$ cat config.mk
export PLATFORM = sky130hd
export DESIGN_NAME = mem_arbiter
export DESIGN_NICKNAME = d
export VERILOG_FILES = /design/src/rtl/mem_arb_pkg.sv /design/src/rtl/mem_arb_rr.sv /design/src/rtl/mem_arbiter.sv
export SDC_FILE = /design/constraint.sdc
export NUM_CORES = 1
export LEC_CHECK = 0
export CAP_MARGIN = 20
export CORE_ASPECT_RATIO = 0.6
export CORE_MARGIN = 2
export CORE_UTILIZATION = 29
export DETAILED_ROUTE_END_ITERATION = 8
export PLACE_DENSITY_LB_ADDON = 0.08
export SYNTH_ARGS = -nofsm -noshare
export SYNTH_HDL_FRONTEND = slang
export SYNTH_SLANG_ARGS = --single-unit
$ cat constraint.sdc
create_clock -name clk -period 4.9 [get_ports clk]
set_input_delay 0.98 -clock clk [delete_from_list [all_inputs] [get_ports clk]]
set_output_delay 0.98 -clock clk [all_outputs]
set_load 0.01 [all_outputs]
$ cat src/rtl/mem_arb_pkg.sv
// Shared types and constants for the byte-wide memory arbiter.
// Build option MEM_ARB_RR_EN selects round-robin arbitration (see mem_arb_rr).
package mem_arb_pkg;

    typedef enum logic [2:0] {
        PRIME1   = 3'd0,
        PRIME2   = 3'd1,
        IDLE     = 3'd2,
        RD_ISSUE = 3'd3,
        RD_WAIT  = 3'd4,
        WR_ISSUE = 3'd5,
        DONE     = 3'd6
    } state_t;

    localparam logic [1:0] SIZE_BYTE = 2'd0;
    localparam logic [1:0] SIZE_HALF = 2'd1;
    localparam logic [1:0] SIZE_WORD = 2'd2;

    // D is id 0 so the reset value of the pointer favours D
    localparam logic PORT_D = 1'b0;
    localparam logic PORT_F = 1'b1;

    localparam int PRIME_ADDR1 = 1;
    localparam int PRIME_ADDR2 = 2;

    function automatic logic [2:0] size_bytes(input logic [1:0] size);
        logic [2:0] n;
        unique case (size)
            SIZE_BYTE:        n = 3'd1;
            SIZE_HALF:        n = 3'd2;
            SIZE_WORD, 2'd3:  n = 3'd4;
        endcase
        return n;
    endfunction

endpackage

$ cat src/rtl/mem_arb_rr.sv
// Two-requester grant logic with a tie-break pointer.
// MEM_ARB_RR_EN: pointer flips to the loser; otherwise pinned to D.
module mem_arb_rr
    import mem_arb_pkg::*;
(
    input  logic clk,
    input  logic rst,
    input  logic f_req,
    input  logic d_req,
    input  logic grant_en,
    output logic grant_valid,
    output logic grant_port
);

    logic rr_ptr;
    logic rr_next;

    assign grant_valid = f_req | d_req;

    always_comb begin
        grant_port = rr_ptr;
        if (f_req != d_req) begin
            grant_port = d_req ? PORT_D : PORT_F;
        end
    end

`ifdef MEM_ARB_RR_EN
    assign rr_next = (grant_en && grant_valid) ? ~grant_port : rr_ptr;
`else
    assign rr_next = grant_en ? PORT_D : rr_ptr;
`endif

    always_ff @(posedge clk) begin
        if (rst) begin
            rr_ptr <= 1'b0;
        end else begin
            rr_ptr <= rr_next;
        end
    end

endmodule

$ cat src/rtl/mem_arbiter.sv
// Shares a byte-wide memory between fetch (F) and load/store (D) ports.
// Define MEM_ARB_RR_EN for round-robin; default is fixed D-over-F priority.
module mem_arbiter #(
    parameter int AW = 32,
    parameter int DW = 32
) (
    input  logic          clk,
    input  logic          rst,
    input  logic          f_req,
    input  logic [AW-1:0] f_addr,
    input  logic [1:0]    f_size,
    output logic [DW-1:0] f_rdata,
    output logic          f_ack,
    input  logic          d_req,
    input  logic          d_we,
    input  logic [AW-1:0] d_addr,
    input  logic [1:0]    d_size,
    input  logic [DW-1:0] d_wdata,
    output logic [DW-1:0] d_rdata,
    output logic          d_ack,
    output logic [AW-1:0] mem_addr,
    output logic [7:0]    mem_data_in,
    input  logic [7:0]    mem_data_out,
    output logic          mem_read_en,
    output logic          mem_write_en,
    input  logic          mem_ready
);
    import mem_arb_pkg::*;

    state_t        state, nstate;
    logic          prime_wait, n_prime_wait;
    logic [AW-1:0] shadow_addr, n_shadow_addr;
    logic          shadow_valid, n_shadow_valid;
    logic          req_port, n_req_port;
    logic          req_we, n_req_we;
    logic [AW-1:0] req_addr, n_req_addr;
    logic [DW-1:0] req_wdata, n_req_wdata;
    logic [2:0]    byte_cnt, n_byte_cnt;
    logic [1:0]    byte_idx, n_byte_idx;
    logic [DW-1:0] rdata_q, n_rdata_q;

    logic          grant_en, grant_valid, grant_port;
    logic [AW-1:0] byte_addr, addr_c;
    logic [4:0]    lane;
    logic          last_byte;
    logic [7:0]    din_c;
    logic          rd_c, wr_c, f_ack_c, d_ack_c;

    mem_arb_rr u_rr (
        .clk         (clk),
        .rst         (rst),
        .f_req       (f_req),
        .d_req       (d_req),
        .grant_en    (grant_en),
        .grant_valid (grant_valid),
        .grant_port  (grant_port)
    );

    assign byte_addr = req_addr + AW'(byte_idx);
    assign lane      = {byte_idx, 3'b000};
    assign last_byte = ({1'b0, byte_idx} == byte_cnt - 3'd1);

    always_comb begin
        nstate         = state;
        n_prime_wait   = prime_wait;
        n_shadow_addr  = shadow_addr;
        n_shadow_valid = shadow_valid;
        n_req_port     = req_port;
        n_req_we       = req_we;
        n_req_addr     = req_addr;
        n_req_wdata    = req_wdata;
        n_byte_cnt     = byte_cnt;
        n_byte_idx     = byte_idx;
        n_rdata_q      = rdata_q;
        grant_en       = 1'b0;
        addr_c         = '0;
        din_c          = '0;
        rd_c           = 1'b0;
        wr_c           = 1'b0;
        f_ack_c        = 1'b0;
        d_ack_c        = 1'b0;

        unique case (state)
            PRIME1, PRIME2: begin
                // memory has no reset: two dummy reads pin its last address to 2
                n_prime_wait = ~prime_wait;
                if (!prime_wait) begin
                    addr_c = (state == PRIME1) ? AW'(PRIME_ADDR1) : AW'(PRIME_ADDR2);
                    rd_c   = 1'b1;
                end else if (state == PRIME1) begin
                    nstate = PRIME2;
                end else begin
                    nstate         = IDLE;
                    n_shadow_addr  = AW'(PRIME_ADDR2);
                    n_shadow_valid = 1'b1;
                end
            end
            IDLE: begin
                grant_en = 1'b1;
                if (grant_valid) begin
                    n_req_port  = grant_port;
                    n_req_we    = (grant_port == PORT_D) && d_we;
                    n_req_addr  = (grant_port == PORT_D) ? d_addr : f_addr;
                    n_byte_cnt  = size_bytes((grant_port == PORT_D) ? d_size : f_size);
                    n_req_wdata = d_wdata;
                    n_byte_idx  = 2'd0;
                    n_rdata_q   = '0;
                    nstate      = n_req_we ? WR_ISSUE : RD_ISSUE;
                end
            end
            RD_ISSUE: begin
                if (shadow_valid && byte_addr == shadow_addr) begin
                    n_rdata_q[lane +: 8] = mem_data_out;
                    n_byte_idx           = byte_idx + 2'd1;
                    nstate               = last_byte ? DONE : RD_ISSUE;
                end else begin
                    addr_c = byte_addr;
                    rd_c   = 1'b1;
                    nstate = RD_WAIT;
                end
            end
            RD_WAIT: begin
                nstate = RD_ISSUE;
                if (mem_ready) begin
                    n_rdata_q[lane +: 8] = mem_data_out;
                    n_shadow_addr        = byte_addr;
                    n_shadow_valid       = 1'b1;
                    n_byte_idx           = byte_idx + 2'd1;
                    nstate               = last_byte ? DONE : RD_ISSUE;
                end
            end
            WR_ISSUE: begin
                addr_c         = byte_addr;
                din_c          = req_wdata[lane +: 8];
                wr_c           = 1'b1;
                n_shadow_valid = 1'b0;
                n_byte_idx     = byte_idx + 2'd1;
                nstate         = last_byte ? DONE : WR_ISSUE;
            end
            DONE: begin
                f_ack_c = (req_port == PORT_F);
                d_ack_c = (req_port == PORT_D);
                nstate  = IDLE;
            end
            default: nstate = PRIME1;
        endcase
    end

    always_ff @(posedge clk) begin
        if (rst) begin
            state        <= PRIME1;
            prime_wait   <= 1'b0;
            shadow_addr  <= '0;
            shadow_valid <= 1'b0;
            req_port     <= 1'b0;
            req_we       <= 1'b0;
            req_addr     <= '0;
            req_wdata    <= '0;
            byte_cnt     <= 3'd0;
            byte_idx     <= 2'd0;
            rdata_q      <= '0;
        end else begin
            state        <= nstate;
            prime_wait   <= n_prime_wait;
            shadow_addr  <= n_shadow_addr;
            shadow_valid <= n_shadow_valid;
            req_port     <= n_req_port;
            req_we       <= n_req_we;
            req_addr     <= n_req_addr;
            req_wdata    <= n_req_wdata;
            byte_cnt     <= n_byte_cnt;
            byte_idx     <= n_byte_idx;
            rdata_q      <= n_rdata_q;
        end
    end

    // outputs forced low while rst is high, even though the FSM sits in PRIME1
    assign mem_addr     = rst ? '0 : addr_c;
    assign mem_data_in  = rst ? '0 : din_c;
    assign mem_read_en  = !rst && rd_c;
    assign mem_write_en = !rst && wr_c;
    assign f_ack        = !rst && f_ack_c;
    assign d_ack        = !rst && d_ack_c;
    assign f_rdata      = f_ack ? rdata_q : '0;
    assign d_rdata      = d_ack ? rdata_q : '0;

endmodule

# == Word-level counts from Yosys, hierarchy flattened ==
# Index checks and enable logic that the tools add are counted.
# word_totals
regBits,139
in_bits,114
out_inout_bits,108
wordCells,105
# classes
addsub,4
n_eq_ne,17
shifts,3
muxes,46
bitwise_logic,4
n_reduce_logical,21
# op_table
operator,n
two-way mux 32 bit,11
one-hot mux 32 bit (3 select lines),2
one-hot mux 32 bit (2 select lines),1
adder 32 x 2 -> 32 bit,1
bitwise mux 32 bit,1
equality test 32 bit,1
"variable shift 8 x 7 -> 32 bit, first input constant",1
indexed part select 32 x 6 -> 8 bit,1
indexed part select 8 x 7 -> 32 bit,1
two-way mux 3 bit,6
one-hot mux 3 bit (6 select lines),1
two-way mux 2 bit,8
two-way mux 8 bit,2
AND reduction 4 bit,4
two-way mux 1 bit,10
"!= test 2 bit, second input constant",5
"equality test 3 bit, second input constant",3
one-hot mux 3 bit (3 select lines),1
one-hot mux 2 bit (4 select lines),1
negation 5 -> 7 bit,1
"equality test 3 x 2 -> 1 bit, second input constant",2
logical AND 1 bit,6
nonzero test 3 bit,2
"equality test 2 bit, second input constant",2
17 further kinds,21

# == Depth between registers and ports, before layout ==
# logic_depth
word_depth,7
ltp_mapped,14
ltp_nobuf,12

# == Cells and area by module ==
# Synthesis repeated with hierarchy kept, for this count alone.
# unflattened
cells_unflattened,1200
hier_area_um2,9267.6
# by_module_without_submodules
module,n_inst,cells_per_inst,area_each_um2,seq_area_each_um2
mem_arbiter,1,1198,9252.6,2782.7
mem_arb_rr,1,2,15.0,0.0

# == Worst setup path before layout ==
# Ideal clock, no wire load.
# synth_timing
path_type,reg-to-output
from,register byte_idx[1]
to,output port mem_addr[1]
t_arrival_ps,3995
t_required_ps,3920
path_slack_ps,-75
stages_incl_launch_ff,15
n_path_buf,3
cell_sequence,dfxtp_1 -> buf_1 -> inv_1 -> fa_1 -> nand2b_1 -> or4_1 -> buf_2 -> nor4_1 -> mux2i_1 -> o21ai_0 -> nor4_1 -> nand4_2 -> a21oi_2 -> buf_2 -> o21bai_1
# synth_via
elab_chain_cells,6
# synth_lines
element,line,source
from (decl),mem_arbiter.sv:39,"logic [1:0] byte_idx, n_byte_idx;"
from (signal assigned),mem_arbiter.sv:172,byte_idx <= n_byte_idx;
adder 32 x 2 -> 32 bit (*),mem_arbiter.sv:59,assign byte_addr = req_addr + AW'(byte_idx);
equality test 32 bit,mem_arbiter.sv:112,if (shadow_valid && byte_addr == shadow_addr) begin
logical AND 1 bit,mem_arbiter.sv:112,
two-way mux 32 bit,mem_arbiter.sv:112,
one-hot mux 32 bit (3 select lines) (*),mem_arbiter.sv:83,unique case (state)
two-way mux 32 bit (*),mem_arbiter.sv:178,assign mem_addr = rst ? '0 : addr_c;
to (decl),mem_arbiter.sv:21,"output logic [AW-1:0] mem_addr,"
# Mark *: on every way between the ends. The rest lies on a longest branch, timed or not.

# == Worst setup path in the final report ==
# layout_timing
from,register req_addr[0]
to,output port mem_addr[10]
# layout_via
elab_chain_cells,6
# layout_lines
element,line,source
from (decl),mem_arbiter.sv:36,"logic [AW-1:0] req_addr, n_req_addr;"
from (signal assigned),mem_arbiter.sv:169,req_addr <= n_req_addr;
adder 32 x 2 -> 32 bit (*),mem_arbiter.sv:59,
equality test 32 bit,mem_arbiter.sv:112,
logical AND 1 bit,mem_arbiter.sv:112,
two-way mux 32 bit,mem_arbiter.sv:112,
one-hot mux 32 bit (3 select lines) (*),mem_arbiter.sv:83,
two-way mux 32 bit (*),mem_arbiter.sv:178,
# Marks and branches as above.

==> metrics <==
post-layout minimum cycle time=5.039 ns; Slew Viols, Final=0; EDFF count, synth=0; CP Launch Type=flip-flop; kind of critical path=flip-flop to output pin; Crit. End Element=output pin; die width=234.0 µm; Async SR Flop Fraction=0%; first-pass GRT wire length=60020 µm; CTS tree=built; worst flop-to-flop path startpoint=req_addr[0]; Max Clk Rate=198.5 MHz; Hold WS=0.4542 ns; I/O pins=222; net count after synthesis=1331; ANT cells=0; initial antenna violation count=1; Rel. slew slack=27.83%; fin crit share=102.8%; Filler Cells Inserted=3180; failing checks=negative setup slack; area of the multi-input gates=0.006217 mm²; Critical Path Fanout Max=6; commonest non-fill, non-tap cell in the layout=nand2_1; min-delay src=byte_cnt[1]; clock sink count=139; Hold Path Class=flip-flop to flip-flop; Clock Path Buffers=2; Total Routing Usage GR=24.27%; Hold Path Depth=2; register area=0.002785 mm²; Cell variety after synth=85; reg-to-reg slack, setup=0.90 ns; most frequent cells in the layout=nand2_1 (194), clkdlybuf4s50_1 (187), nor2_1 (138); worst skew pair latency=0.45 ns; Post-Synth Adder-Cell Area=1.305%; final global-route overflow total=0; final hold violations=0; First DRT Iteration DRCs=860; post-synthesis xor/xnor area fraction=6.672%; Final WS setup=-0.1387 ns; Seq cells post-synth=139; top cells by area, synth=dfxtp_1 (30%), nand2_1 (7.9%), nor2_1 (6.4%); Die Y=142.0 µm; share of cells above drive strength 1=19.59%; crit path from=req_addr[0]; area leader, netlist=dfxtp_1; Placeable Area=0.03122 mm²; status=finished, violations left; final WL=40100 µm; Starting Density=29.49%; Synthesis Warnings=0; critical register-to-register path endpoint=rdata_q[24]; die area=0.03324 mm²; Critical Path RT=3.92 ns; # port buffers=221; CTS root buf=clkbuf_16; largest net degree at the start of global routing=93; Vias=9977; Mapped Area=0.009208 mm²; Synth top area share=30.22%; clock skew=0.01131 ns; mux contribution to synthesized area=2.419%; clk slew on worst S/H paths=0.07 ns; GP Congestion=0.9474; maximum vdd drop=258.2 µV; Critical Path AT=4.06 ns; worst hold endpoint=byte_cnt[1]; r2r worst-path depth=14; sequential share of the synthesized area=30.22%; Synth Area in Simple Gates=33.16%; First-pass DRT Iterations=5; worst-margin pin slew=1.083 ns; Syn Inst Count=1208; setup violators final=33; row cnt=50; drc violations=0; H-tree level count=4; Synth Flop Type=dfxtp_1; Avg Vias per Cell=5.262; Layout area overhead=44.52%; Avg Cell Area, Syn=7.622 µm²; CTS Buf Count=17; Place WS=-0.2975 ns; hpwl dp=30610 µm; Pleak=0.004729 µW; WL/cell=21.15 µm; post-synthesis compound-gate area fraction=20.86%; number of global-route vias before repair=9306; # Max-Cap Violations=0; post-route ant nets=0; unrepaired setup endpoints after global routing=true; Nets=1590; main combinational cell family by area after synthesis=simple AND/OR/NAND/NOR gates; power density cells=216.9 mW/mm²
[worst max-delay path by stage]
stage                               to  slack, ns  cells past startpoint
after floorplan            mem_addr[1]       0.09                     14
after global placement     mem_addr[0]      -0.16                     15
after detailed placement   mem_addr[0]      -0.30                     15
after CTS                 mem_addr[29]      -0.39                     16
final                     mem_addr[10]      -0.14                     15
after global routing      mem_addr[10]      -0.25                     15
[synth_stat cells, types with 4 or more instances]
library cell  instances
and3_1                7
ha_1                  8
nor2_1              158
and2_1               78
a22oi_1              36
buf_2                16
inv_1                15
o22ai_1               4
nand2b_1             15
xnor2_1              31
nor2b_1               9
dfxtp_1             139
nand4_1              22
o211ai_2             30
clkbuf_1             59
nand2_1             195
buf_6                 4
o21ai_0              14
nand3_1              45
buf_1                18
a21oi_1              82
a211oi_1              7
xor2_1               19
xnor3_1               5
a311oi_1             34
or4_1                 8
nor3_1               23
mux4_2                8
o211ai_1              6
nor4_1               15
a31oi_1               4
and4_1               10
[critical path, cell delays in order (launching register included)]
cell and delay (ns):
dfxtp_2 0.36, ha_4 0.15, inv_2 0.03, fa_2 0.37, xor2_2 0.17, xnor2_1 0.15
or4_4 0.48, or4_4 0.50, nand4bb_4 0.25, a2111oi_4 0.24, nand4_2 0.18, a21oi_4 0.22
buf_12 0.15, buf_12 0.15, nor2_1 0.04, buf_2 0.15
[per-stage QoR]
| stage | power, µW | utilization (%) | setup TNS (ns) | instance area (µm²) | std cells |
|---|---|---|---|---|---|
| 6_report | 2887 | 42.63 | -3.123 | 13310 | 1896 |
| 5_1_grt | 3002 | 42.63 | -7.228 | 13310 | 1896 |
| 4_1_cts | 2906 | 42.19 | -11.10 | 13170 | 1895 |
| 3_5_place_dp | 1595 | 39.69 | -8.335 | 12390 | 1853 |
| 3_3_place_gp | 1596 | 39.58 | -4.148 | 12360 | 1851 |
| 2_1_floorplan | 1386 | - | 0 | 9209 | 1208 |
[cells by family (layout without fill, tap and decap cells)]
| kind of cell | count (synthesis) | in the layout |
|---|---|---|
| and+or+nand+nor | 618 | 618 |
| AOI/OAI and AO/OA | 256 | 256 |
| DFF | 139 | 139 |
| buffers and inverters | 116 | 388 |
| xor gates and xnor gates | 58 | 58 |
| muxes | 12 | 12 |
| adders and majority gates | 9 | 9 |
[what timing repair did]
item | in CTS | in global routing
setup endpoints to repair | 33 | 33
hold buffers | 0 | 0
cloned | 3 | 0
pin swaps | 21 | 18
resized for setup | 185 | 32
buffers inserted | 7 | 2
[report_power, final]
group	internal (µW)	switching, µW	total [µW]
Combinational	187	229	416
Sequential	1150	22.3	1170
Clock	684	614	1300
[sequential cells by signal, indices dropped and copies added, names as in the netlist]
signal	count
prime_wait	1
shadow_addr	32
rdata_q	32
byte_cnt	3
req_wdata	32
req_port	1
shadow_valid	1
state	3
byte_idx	2
req_addr	32
[cell type report]
class	instances	area share [%]
Multi-Input combinational cell	953	46.72
Timing Repair Buffer	340	23.73
Sequential cell	139	20.93
Tap cell	416	3.912
Clock buffer	18	3.300
Clock inverter	14	0.9497
Inverter	16	0.4513
[routing by layer]
| metal | GRT usage [%] | part of all wire (%) | up-vias |
|---|---|---|---|
| met1 | 40.32 | 55 | 4761 |
| li1 | - | - | 4821 |
| met3 | 7.933 | 9.2 | 21 |
| met4 | 4.097 | 0.72 | 2 |
| met5 | 0 | 0.065 | - |
| met2 | 28.57 | 35 | 372 |
No activity file was read; power rests on OpenSTA's default activity.
